===== src/rtl/exc_check_requester.sv =====
// Initiator side of the exception-check handshake: queues FPU results, issues one
// request at a time to the checker, and registers {result, qualified code} for downstream.
module exc_check_requester #(
  parameter int unsigned DEPTH   = 4,
  parameter int unsigned TIMEOUT = 15
) (
  input  logic        CLK,
  input  logic        RST,
  input  logic [31:0] In_data,
  input  logic        In_valid,
  output logic        In_ready,
  output logic [31:0] Data,
  output logic        Data_valid,
  input  logic        ACK,
  input  logic [2:0]  Exc,
  output logic [31:0] Out_data,
  output logic [2:0]  Out_exc,
  output logic        Out_valid,
  input  logic        Out_ready,
  output logic        Timeout_err
);

  localparam int unsigned AW = $clog2(DEPTH);
  localparam int unsigned CW = $clog2(DEPTH + 1);
  localparam int unsigned TW = $clog2(TIMEOUT);
  localparam logic [CW-1:0] FULL_CNT = CW'(DEPTH);
  localparam logic [TW-1:0] TO_LAST  = TW'(TIMEOUT - 1);

  typedef enum logic [1:0] {
    IDLE,
    REQ,
    GAP
  } state_t;

  state_t        state_q, state_d;
  logic [31:0]   mem_q [DEPTH];
  logic [AW-1:0] wr_ptr_q, wr_ptr_d;
  logic [AW-1:0] rd_ptr_q, rd_ptr_d;
  logic [CW-1:0] count_q, count_d;
  logic [TW-1:0] tmo_cnt_q, tmo_cnt_d;
  logic [31:0]   data_q, data_d;
  logic [31:0]   out_data_q, out_data_d;
  logic [2:0]    out_exc_q, out_exc_d;
  logic          out_valid_q, out_valid_d;
  logic          err_q, err_d;
  logic          push, pop, capture;
  logic [2:0]    cap_exc, qual_exc;

  assign In_ready    = (count_q != FULL_CNT);
  assign push        = In_valid && In_ready;
  assign Data        = data_q;
  assign Data_valid  = (state_q == REQ);
  assign Out_data    = out_data_q;
  assign Out_exc     = out_exc_q;
  assign Out_valid   = out_valid_q;
  assign Timeout_err = err_q;

  // Codes only pass through for an all-ones exponent; stale codes on normal operands read as 000.
  assign qual_exc = ((data_q[30:23] == 8'hFF) && ((Exc == 3'b011) || (Exc == 3'b100))) ? Exc : 3'b000;

  always_comb begin
    state_d     = state_q;
    tmo_cnt_d   = tmo_cnt_q;
    data_d      = data_q;
    err_d       = err_q;
    pop         = 1'b0;
    capture     = 1'b0;
    cap_exc     = 3'b000;
    case (state_q)
      IDLE: begin
        if ((count_q != '0) && (!out_valid_q || Out_ready)) begin
          state_d   = REQ;
          pop       = 1'b1;
          data_d    = mem_q[rd_ptr_q];
          tmo_cnt_d = '0;
        end
      end
      REQ: begin
        if (ACK) begin
          capture = 1'b1;
          cap_exc = qual_exc;
          state_d = GAP;
        end else if (tmo_cnt_q == TO_LAST) begin
          capture = 1'b1;
          cap_exc = 3'b111;
          err_d   = 1'b1;
          state_d = GAP;
        end else begin
          tmo_cnt_d = tmo_cnt_q + TW'(1);
        end
      end
      GAP:     state_d = IDLE;
      default: state_d = IDLE;
    endcase

    out_valid_d = out_valid_q;
    out_data_d  = out_data_q;
    out_exc_d   = out_exc_q;
    if (capture) begin
      out_valid_d = 1'b1;
      out_data_d  = data_q;
      out_exc_d   = cap_exc;
    end else if (out_valid_q && Out_ready) begin
      out_valid_d = 1'b0;
    end

    wr_ptr_d = push ? wr_ptr_q + AW'(1) : wr_ptr_q;
    rd_ptr_d = pop  ? rd_ptr_q + AW'(1) : rd_ptr_q;
    case ({push, pop})
      2'b10:   count_d = count_q + CW'(1);
      2'b01:   count_d = count_q - CW'(1);
      default: count_d = count_q;
    endcase
  end

  always_ff @(posedge CLK) begin
    if (push) mem_q[wr_ptr_q] <= In_data;
  end

  always_ff @(posedge CLK) begin
    if (RST) begin
      state_q     <= IDLE;
      wr_ptr_q    <= '0;
      rd_ptr_q    <= '0;
      count_q     <= '0;
      tmo_cnt_q   <= '0;
      data_q      <= '0;
      out_data_q  <= '0;
      out_exc_q   <= '0;
      out_valid_q <= 1'b0;
      err_q       <= 1'b0;
    end else begin
      state_q     <= state_d;
      wr_ptr_q    <= wr_ptr_d;
      rd_ptr_q    <= rd_ptr_d;
      count_q     <= count_d;
      tmo_cnt_q   <= tmo_cnt_d;
      data_q      <= data_d;
      out_data_q  <= out_data_d;
      out_exc_q   <= out_exc_d;
      out_valid_q <= out_valid_d;
      err_q       <= err_d;
    end
  end

endmodule

===== config.mk =====
export PLATFORM = sky130hd
export DESIGN_NAME = exc_check_requester
export DESIGN_NICKNAME = d
export VERILOG_FILES = /design/src/rtl/exc_check_requester.sv
export SDC_FILE = /design/constraint.sdc
export NUM_CORES = 1
export LEC_CHECK = 0
export BUFFER_PORTS_ARGS = -buffer_cell sky130_fd_sc_hd__buf_2
export CELL_PAD_IN_SITES_DETAIL_PLACEMENT = 0
export CELL_PAD_IN_SITES_GLOBAL_PLACEMENT = 2
export CORE_UTILIZATION = 35
export CTS_CLUSTER_SIZE = 40
export DETAILED_ROUTE_END_ITERATION = 12
export MAX_ROUTING_LAYER = met4
export PLACE_DENSITY_LB_ADDON = 0.1
export SETUP_SLACK_MARGIN = 0.05
export SKIP_LAST_GASP = 1
export SYNTH_ARGS = -nofsm -noshare
export SYNTH_HDL_FRONTEND = slang
export SYNTH_SLANG_ARGS = --single-unit

===== constraint.sdc =====
create_clock -name CLK -period 2.22 [get_ports CLK]
set_input_delay 0.555 -clock CLK [delete_from_list [all_inputs] [get_ports CLK]]
set_output_delay 0.555 -clock CLK [all_outputs]
set_load 0.02 [all_outputs]

==> summary.md, run 1 <==
| Metric | Value |
|---|---|
| Outcome | finished, final reports clean |
| Hold_ws | 0.255 ns |
| Nets@finish | 717 |
| Number of max-cap violations | 0 |
| Synthesized cell area | 7720 um^2 |
| Sw power | 3.93 mW |
| Root Buffer | clkbuf_16 |
| Via count | 4719 |
| Initial DRC count | 231 |
| Clock power frac | 0.310 |
| First-pass GRT wire length | 26.8 mm |
| F_max | 474 MHz |
| Critical Path RT | 2.64 ns |
| Proportion of synthesized chip area in sequential cells | 0.710 |
| Grt total ovfl | 0 |
| #FFs+latches synth | 210 |
| RSZ-0062 raised after global routing | false |
| Fillers | 2005 |
| Combinational fraction of design power | 0.276 |
| Synth cell types | 38 |
| Via density | 4.91 |
| Area contributors post-synth | edfxtp_1, dfxtp_1, mux4_2, nand2_1, a21oi_1 |
| Initial antenna violation count | 2 |
| Initial Utilization | 0.362 |
| DIE AREA | 22700 um^2 |
| Critical path class | flip-flop to flip-flop |
| Final Setup Violations | 0 |
| Synth Area per Inst | 14.1 um^2 |
| Final Slew Violations | 0 |
| IO buf count | 110 |
| Worst hold path class | input port to flip-flop |
| CP Max Fanout | 3 |
| Leakage | 3.42 nW |
| WP data arrival | 2.53 ns |
| Maximum clock path buffer count | 3 |
| Slew headroom | 0.363 |
| Routed Antenna Nets | 0 |
| H-tree depth | 1 |
| Internal power | 8.39 mW |
| Layout cells sized above 1 | 0.314 |
| Sequential power share | 0.415 |
| Post-synth top area share | 0.498 |
| Fin crit share | 0.951 |
| Largest net degree at the start of global routing | 35 |
| IR drop worst, VDD | 0.558 mV |
| Synthesis warning total | 0 |
| Top FF cell, synth | edfxtp_1 |
| Core area | 21400 um^2 |
| Sink Count | 210 |
| Clock transition at path regs | 0.06 ns |
| Pwr Total | 12.3 mW |
| Row count | 53 |
| Switching share of power | 0.319 |
| Worst Skew | 0.0174 ns |
| Routability cong. | 0.724 |
| Async set or reset register ratio after synthesis | 0 |
| DR pass1 iterations | 4 |
| Dpl hpwl | 10.6 mm |
| I/O pins | 111 |
| Synth Instances | 549 |
| CP Capture Type | flip-flop |
| Worst Setup Start Kind | flip-flop |
| Chip Width | 151 um |
| Synth cell count leaders | nand2_1, edfxtp_1, dfxtp_1, a21oi_1, mux4_2 |
| Die Height | 151 um |
| TritonCTS clock tree | done |
| Largest area contributor in the netlist | edfxtp_1 |
| Least-Margin Pin Slew | 0.956 ns |
| PwrDens | 1300 nW/um^2 |
| Number of global-route vias before repair | 4719 |
| Worst-Skew Late Latency | 0.51 ns |
| Top-count cell post-synth | nand2_1 |
| Hold Violations, Final | 0 |
| P&R area growth vs syn | 22.3% |
| All-Layer GR Usage | 0.163 |
| Setup tns final | 0 ns |
| Routed WL | 17.4 mm |
| DRC | 0 |
| Post-layout minimum cycle time | 2.11 ns |
| Syn_nets | 597 |
| Number of enable flip-flop cells after synthesis | 128 |
| TritonCTS Buffers | 23 |
| Avg WL per Cell | 18.1 um |
==> cell type report <==
cell class,instances,area [um^2],share of cell area
diodes,2,5.00,0.000530
clock buffers,27,611,0.0646
clock inverters,14,154,0.0163
inverters,9,38.8,0.00411
multi-input cells,299,2100,0.223
flip-flops and latches,210,5490,0.581
well taps,275,344,0.0364
repair buffers,126,698,0.0739
==> sequential cells by signal (all words and copies together) (netlist names), 3 cells and up <==
signal,count
Data,32
Out_data,32
Out_exc,3
count_q,3
mem_q,128
tmo_cnt_q,4
==> critical path, cell delays in order, from the launching register on <==
cell,delay [ns]
dfxtp_2,0.33
or3b_4,0.40
and2_4,0.16
inv_4,0.06
ha_4,0.13
inv_1,0.05
fa_2,0.33
xor2_1,0.16
or3_1,0.31
a21oi_1,0.13
==> what timing repair did <==
item | CTS | global route
cloned | 0 | 0
buffers inserted | 1 | 3
gates resized for setup | 2 | 1
hold buffers | 0 | 0
endpoints found under the setup margin | 1 | 1
pin swaps | 1 | 1
==> cell families after synthesis <==
kind of cell    after synthesis  share of synthesized area
compound gates               82                     0.0590
xor+xnor                      5                    0.00567
fa+ha+maj                     8                     0.0139
buf+inv                      40                     0.0240
flops                       210                      0.710
mux                          33                     0.0946
simple gates                171                     0.0924
==> power by group through the flow <==
stage                     registers [mW]  logic (mW)  clock network, mW
after global placement              5.17        3.41                  0
after CTS                           5.12        3.47               3.91
after floorplan                     5.42        2.08                  0
after detailed placement            5.20        3.45                  0
final                               5.11        3.40               3.82
after global routing                5.18        3.76               4.05
==> placed cells by master (no fill, tap or decap), drive strengths merged, types with 2 or more instances in the layout <==
cell type	Yosys	final
bufinv	0	3
nand4	3	3
clkinv	0	8
diode	0	2
nor2b	2	2
xnor2	2	2
edfxtp	128	128
nor2	15	15
clkbuf	15	27
nand2	132	132
or3	3	3
xor2	3	3
o21a	3	3
clkinvlp	0	2
a31oi	2	2
buf	16	126
nand3	4	4
and3	6	6
ha	7	7
a21oi	70	70
dfxtp	82	82
o21ai	3	3
inv	9	10
mux4	32	32
==> metrics by stage <==
| step | util | std cells | instance area, um^2 | worst slack, ns |
|---|---|---|---|---|
| after floorplan | - | 549 | 7760 | 0.0827 |
| after global placement | 0.405 | 915 | 8640 | 0.0814 |
| after detailed placement | 0.405 | 915 | 8640 | 0.0173 |
| after CTS | 0.441 | 957 | 9420 | 0.0543 |
| after global routing | 0.442 | 962 | 9450 | 0.0498 |
| final | 0.442 | 962 | 9450 | 0.109 |
==> worst paths after layout <==
path                from          end  slack, ns  depth (start not counted)
max           count_q[0]   count_q[2]       0.11                          9
min           In_data[6]  mem_q[2][6]       0.25                          1
max reg2reg   count_q[0]   count_q[2]       0.11                          9
min reg2reg  Out_data[1]  Out_data[1]       0.45                          2
==> metal layers <==
| metal | wire length, um | track usage | vias to the layer above |
|---|---|---|---|
| li1 | - | - | 2235 |
| met1 | 8140 | 0.210 | 2356 |
| met2 | 8110 | 0.263 | 104 |
| met3 | 913 | 0.0321 | 24 |
| met4 | 270 | 0.0399 | 0 |
| met5 | 0 | - | - |
Power figures use the tool's default switching activity.
==> inputs of run 2 (changes only) <==
Settings changed: BUFFER_PORTS_ARGS -buffer_cell sky130_fd_sc_hd__buf_2 to -buffer_cell sky130_fd_sc_hd__buf_4, CELL_PAD_IN_SITES_DETAIL_PLACEMENT 0 to 1, CELL_PAD_IN_SITES_GLOBAL_PLACEMENT 2 to 1.
==> run 2 against run 1 <==
Against the previous run:
- clock power down 5%
- combinational power up 8.8%
- maximum frequency down 2.9%
- largest cell class unchanged
- largest power group unchanged
==> summary.md, run 2 (synthesized netlist as in run 1, its figures left out) <==
| Metric | Value |
|---|---|
| R2r endpoint | count_q[2] |
| Critical path's top delay family | simple AND/OR/NAND/NOR gates |
| Routed Antenna Nets | 0 (unchanged) |
| All-Layer GR Usage | 0.172 (+0.00987) |
| Largest net degree at the start of global routing | 34 (-2.9%) |
| PwrDens | 1270 nW/um^2 (-2.6%) |
| Internal power | 8.50 mW (+1.2%) |
| Worst path cell trace | or3b_4 > and2_4 > inv_2 > ha_4 > inv_1 > fa_2 > xor2_1 > or3_1 > a21oi_2 |
| Worst hold path class | input port to flip-flop |
| Sink Count | 210 (unchanged) |
| Least-Margin Pin Slew | 0.466 ns (-0.490 ns) |
| Hold Startpoint | In_data[5] |
| DRC | 0 (unchanged) |
| Slowest-stage cell, CP | or3b_4 |
| Fin crit share | 0.979 (+0.0280) |
| Slew headroom | 0.689 (+0.326) |
| IR drop worst, VDD | 0.669 mV (+20%) |
| Grt total ovfl | 0 (unchanged) |
| Count of inserted antenna diode cells | 0 (-2) |
| Final Slew Violations | 0 (unchanged) |
| Routed WL | 18.3 mm (+4.9%) |
| Clock power frac | 0.292 (-0.018) |
| Leakage | 3.48 nW (+1.7%) |
| TritonCTS Buffers | 24 (+4.3%) |
| TritonCTS clock tree | done |
| Max stage delay on crit path | 0.40 ns (about the same) |
| Via density | 4.89 (-0.39%) |
| Number of global-route vias before repair | 5081 (+7.7%) |
| Sink of the worst hold path | mem_q[3][5] |
| Root Buffer | clkbuf_16 |
| DIE AREA | 22700 um^2 (unchanged) |
| Most frequent cells in the layout | nand2_1, edfxtp_1, buf_4 |
| Bufs and invs on worst path | 2 (unchanged) |
| Top reg by flops | mem_q |
| R2R Path Start | count_q[1] |
| Max FFs per register | 128 (unchanged) |
| Sw power | 3.94 mW (+0.36%) |
| Die Height | 151 um (unchanged) |
| Pwr Total | 12.4 mW (+0.94%) |
| Pre-CTS WS | -0.0379 ns (-0.0552 ns) |
| Routability cong. | 0.713 (-1.5%) |
| P&R area growth vs syn | 26.8% |
| CP Capture Type | flip-flop |
| F_max | 460 MHz (-2.9%) |
| CP Max Fanout | 4 (+1) |
| Dpl hpwl | 11.3 mm (+6.4%) |
| Combinational fraction of design power | 0.297 (+0.021) |
| RSZ-0062 raised after global routing | true |
| Core area | 21400 um^2 (unchanged) |
| Fin worst setup slack | 0.0464 ns (-0.0623 ns) |
| Clock transition at path regs | 0.06 ns (about the same) |
| Maximum clock path buffer count | 3 (unchanged) |
| Worst r2r path cells | 9 (unchanged) |
| I/O pins | 111 (unchanged) |
| Post-layout minimum cycle time | 2.17 ns (+0.0623 ns) |
| Initial Utilization | 0.362 (unchanged) |
| Nets@finish | 722 (+0.70%) |
| Worst Setup Start Kind | flip-flop |
| Critical Path RT | 2.65 ns (about the same) |
| Layout cells sized above 1 | 0.312 (-0.00173) |
| Final Setup Violations | 0 (unchanged) |
| Critical path class | flip-flop to flip-flop |
| Commonest non-fill, non-tap cell in the layout | nand2_1 |
| Hold depth | 1 (unchanged) |
| H-tree depth | 1 (unchanged) |
| Initial DRC count | 203 (-12%) |
| Via count | 4725 (+0.13%) |
| Chip Width | 151 um (unchanged) |
| Hold Violations, Final | 0 (unchanged) |
| Switching share of power | 0.317 (-0.00183) |
| Hold buffers post-CTS | 0 (unchanged) |
| Number of max-cap violations | 0 (unchanged) |
| WP data arrival | 2.60 ns (+0.07 ns) |
| Row count | 53 (unchanged) |
| IO buf count | 110 (unchanged) |
| Avg WL per Cell | 18.9 um (+4.4%) |
| DR pass1 iterations | 5 (+1) |
| R2r setup slk | 0.05 ns (-0.06 ns) |
| Worst Skew | 0.0110 ns (-0.00640 ns) |
| Outcome | finished, final reports clean |
| Sequential power share | 0.411 (-0.004) |
| First-pass GRT wire length | 28.4 mm (+6.0%) |
| Util after Layout | 0.458 (+0.0161) |
| Worst-Skew Late Latency | 0.50 ns (about the same) |
| Initial antenna violation count | 0 (-2) |
-- run 2: cell types whose count changed in the layout (fill, tap and decap cells not counted), moves of 2 or more --
cell | previous run | this run
buf_2 | 109 | 0
buf_4 | 15 | 122
buf_12 | 2 | 8
clkinv_1 | 3 | 8
clkbuf_1 | 2 | 5
bufinv_16 | 3 | 1
clkbuf_16 | 23 | 25
clkbuf_8 | 2 | 0
diode_2 | 2 | 0
-- run 2: layout make-up --
class / instances / area, um^2
clock inverter: 14 / 87.6
fill: 2207 / 11600
clock buffer: 30 / 644
multi-input combinational: 299 / 2110
tap: 275 / 344
sequential: 210 / 5490
inverter: 9 / 36.3
timing repair buffer: 130 / 1080
-- run 2: metal layers --
metal  up-vias  track usage  routed length (um)
met5         -            -                   0
met4         0       0.0369                 293
met3        25       0.0291                 780
met2        95        0.300                9240
met1      2372        0.210                7970
li1       2233            -                   -
-- run 2: worst max path at each step --
| stage | start | cells past startpoint | slack, ns | to |
|---|---|---|---|---|
| floorplan | Out_ready | 10 | 0.08 | count_q[2] |
| finish | count_q[1] | 9 | 0.05 | count_q[2] |
| detailed placement | count_q[2] | 9 | -0.04 | count_q[2] |
| global placement | count_q[2] | 9 | 0.09 | count_q[2] |
| CTS | count_q[1] | 9 | 0.01 | count_q[2] |
| global route | count_q[1] | 9 | -0.04 | count_q[2] |
-- run 2: power by group through the flow --
stage	registers (mW)	clock network, mW	logic [mW]
after floorplan	5.42	0	2.08
after global placement	5.17	0	3.72
after detailed placement	5.21	0	3.78
after CTS	5.13	3.73	3.81
after global routing	5.18	3.87	4.06
final	5.11	3.63	3.70
-- run 2: repair_timing --
action	in CTS	in global routing
buffers inserted	2	0
gates resized for setup	3	0
gates cloned	0	0
endpoints found under the setup margin	1	1
pin swaps	0	1
-- run 2: metrics by stage --
step                std cells  instance area (um^2)  setup TNS, ns  hold WS, ns
floorplan                 549                  7760              0        0.467
global placement          921                  9030              0        0.442
detailed placement        921                  9030        -0.0379        0.454
CTS                       967                  9790              0        0.233
global route              967                  9790        -0.0363        0.237
finish                    967                  9790              0        0.255
-- run 2: worst register-to-register path: cells and delay by family, from the launching register on --
family                     cells  cell delay (ns)
and+or+nand+nor                3             0.89
AOI/OAI and AO/OA              1             0.13
adders and majority gates      2             0.48
xor gates and xnor gates       1             0.16
DFF                            1             0.33
buffers and inverters          2             0.12
==> inputs of run 3 (changes only) <==
Settings changed: CORE_MARGIN from default to 2.
==> run 3 against run 2 <==
Against the previous run:
- critical path depth stayed put
- total power shrank 1.9%
- via count is 0.66% higher
- sequential share of layout area grew 0.97 points
- highest routed layer unchanged
- clock-buffer cell count is 3 higher
- largest power group unchanged
- combinational power decreased by 2%
- final cell count fell by 0.52%
- cell area fell by 1.7%
- flip-flop and latch count unchanged
- first-iteration DRC count up 21%
- global-route usage shrank 0.51 points
- worst setup slack better by 0.013 ns
==> summary.md, run 3 (synthesized netlist as in run 1, its figures left out) <==
| Metric | Value |
|---|---|
| Row count | 54 (+1.9%) |
| Internal power | 8.24 mW (-3.0%) |
| DR pass1 iterations | 4 (-1) |
| PwrDens | 1270 nW/um^2 (-0.20%) |
| Number of max-cap violations | 0 (unchanged) |
| Sequential cell area | 5490 um^2 (unchanged) |
| IR drop worst, VDD | 0.502 mV (-25%) |
| Sw power | 3.96 mW (+0.38%) |
| Nets@finish | 714 (-1.1%) |
| Final Setup Violations | 0 (unchanged) |
| Via density | 4.94 (+1.2%) |
| Least-Margin Pin Slew | 1.02 ns (+0.552 ns) |
| Chip Width | 153 um (+1.3%) |
| Count of inserted antenna diode cells | 0 (unchanged) |
| Fillers | 2238 (+1.4%) |
| Maximum clock path buffer count | 3 (unchanged) |
| Grt total ovfl | 0 (unchanged) |
| CP Max Fanout | 4 (unchanged) |
| Routed Antenna Nets | 0 (unchanged) |
| Critical path class | flip-flop to flip-flop |
| H-tree depth | 1 (unchanged) |
| I/O pins | 111 (unchanged) |
| Post-layout minimum cycle time | 2.16 ns (-0.0126 ns) |
| F_max | 463 MHz (+0.58%) |
| Switching share of power | 0.324 (+0.00735) |
| Avg WL per Cell | 19.4 um (+2.9%) |
| Commonest non-fill, non-tap cell in the layout | nand2_1 |
| Dpl hpwl | 11.5 mm (+1.9%) |
| Placed cell areas | 8930 um^2 (-1.1%) |
| Worst hold path class | input port to flip-flop |
| Routability cong. | 0.741 (+3.9%) |
| Pwr Total | 12.2 mW (-1.9%) |
| Worst-Skew Late Latency | 0.51 ns (about the same) |
| Final Slew Violations | 0 (unchanged) |
| Design Area, Final | 9620 um^2 (-1.7%) |
| Initial antenna violation count | 0 (unchanged) |
| Slew headroom | 0.321 (-0.368) |
| Worst Skew | 0.00972 ns (-0.00126 ns) |
| Sink Count | 210 (unchanged) |
| Most frequent cells in the layout | nand2_1, edfxtp_1, buf_4 |
| All-Layer GR Usage | 0.167 (-0.00510) |
| TritonCTS Buffers | 23 (-4.2%) |
| CP Capture Type | flip-flop |
| WP data arrival | 2.59 ns (about the same) |
| Worst Setup Start Kind | flip-flop |
| RSZ-0062 raised after global routing | true |
| Core area | 21800 um^2 (+1.9%) |
| Layout cells sized above 1 | 0.306 (-0.00569) |
| Number of global-route vias before repair | 5056 (-0.49%) |
| Sequential power share | 0.421 (+0.010) |
| Combinational fraction of design power | 0.296 (about the same) |
| Hold Violations, Final | 0 (unchanged) |
| DRC | 0 (unchanged) |
| P&R area growth vs syn | 24.6% |
| Via count | 4756 (+0.66%) |
| Initial Utilization | 0.355 (-0.00670) |
| Outcome | finished, final reports clean |
| Clock transition at path regs | 0.06 ns (about the same) |
| Top reg by flops | mem_q |
| Max FFs per register | 128 (unchanged) |
| Largest net degree at the start of global routing | 34 (unchanged) |
| Die Height | 153 um (+1.3%) |
| Routed WL | 18.7 mm (+2.3%) |
| Root Buffer | clkbuf_16 |
| First-pass GRT wire length | 29.6 mm (+4.0%) |
| IO buf count | 110 (unchanged) |
| DIE AREA | 23300 um^2 (+2.7%) |
| Multi-input gate area | 2110 um^2 (unchanged) |
| Fin crit share | 0.973 (-0.00568) |
| Clock power frac | 0.283 (-0.009) |
| Critical Path RT | 2.65 ns (about the same) |
| TritonCTS clock tree | done |
| Initial DRC count | 245 (+21%) |
| Leakage | 3.40 nW (-2.2%) |
run 3: changes by cell type in the layout (fill, tap and decap cells not counted):
cell        before  now
clkinv_1         8    2
buf_12           8    3
clkbuf_1         5    8
buf_4          122  120
clkbuf_16       25   23
clkbuf_8         0    2
bufinv_16        1    0
clkinv_2         4    5
clkinvlp_4       1    0
inv_6            0    1
run 3: final cells by class:
| type | instances | area share |
|---|---|---|
| multi-input cells | 299 | 0.219 |
| well taps | 280 | 0.0364 |
| clock inverters | 8 | 0.00429 |
| flip-flops and latches | 210 | 0.571 |
| inverters | 9 | 0.00377 |
| clock buffers | 33 | 0.0658 |
| repair buffers | 123 | 0.0999 |
run 3: path summary, 6_finish.rpt:
check,start,end,slack [ns],cells past startpoint
setup / recovery,count_q[0],count_q[2],0.06,9
hold / removal,In_data[22],mem_q[2][22],0.25,1
setup reg to reg,count_q[0],count_q[2],0.06,9
hold reg to reg,Out_data[31],Out_data[31],0.46,2
run 3: timing repair:
item	in CTS	in global routing
setup endpoints to repair	1	1
buffers inserted	1	0
gates resized for setup	2	1
pin swaps	2	0
hold buffers	0	0
run 3: worst max-delay path: stages (launching register included):
cell	delay (ns)
dfxtp_2	0.34
or3b_4	0.40
and2_4	0.17
inv_2	0.08
ha_4	0.14
inv_1	0.05
fa_2	0.33
xor2_1	0.15
or3_1	0.33
a21oi_2	0.13
run 3: metal layers:
metal / vias up / part of all wire / global-route usage
li1: 2217 / - / -
met1: 2408 / 0.44 / 0.213
met2: 109 / 0.50 / 0.279
met3: 22 / 0.049 / 0.0321
met4: 0 / 0.017 / 0.0392
met5: - / 0 / -
run 3: metrics by stage:
step | setup WS [ns] | TNS (ns) | hold WS [ns] | utilization | std cells
finish | 0.0591 | 0 | 0.248 | 0.442 | 962
global route | -0.0325 | -0.0325 | 0.232 | 0.442 | 962
CTS | 0.0559 | 0 | 0.229 | 0.442 | 962
detailed placement | -0.00206 | -0.00206 | 0.449 | 0.411 | 920
global placement | 0.0925 | 0 | 0.442 | 0.411 | 920
floorplan | 0.0827 | 0 | 0.467 | - | 549
run 3: power by group through the flow:
stage | Clock [mW] | Combinational, mW | Sequential [mW]
2_1_floorplan | 0 | 2.08 | 5.42
3_3_place_gp | 0 | 3.64 | 5.19
3_5_place_dp | 0 | 3.70 | 5.22
4_1_cts | 3.55 | 3.71 | 5.15
5_1_grt | 3.70 | 3.98 | 5.21
6_report | 3.46 | 3.61 | 5.14
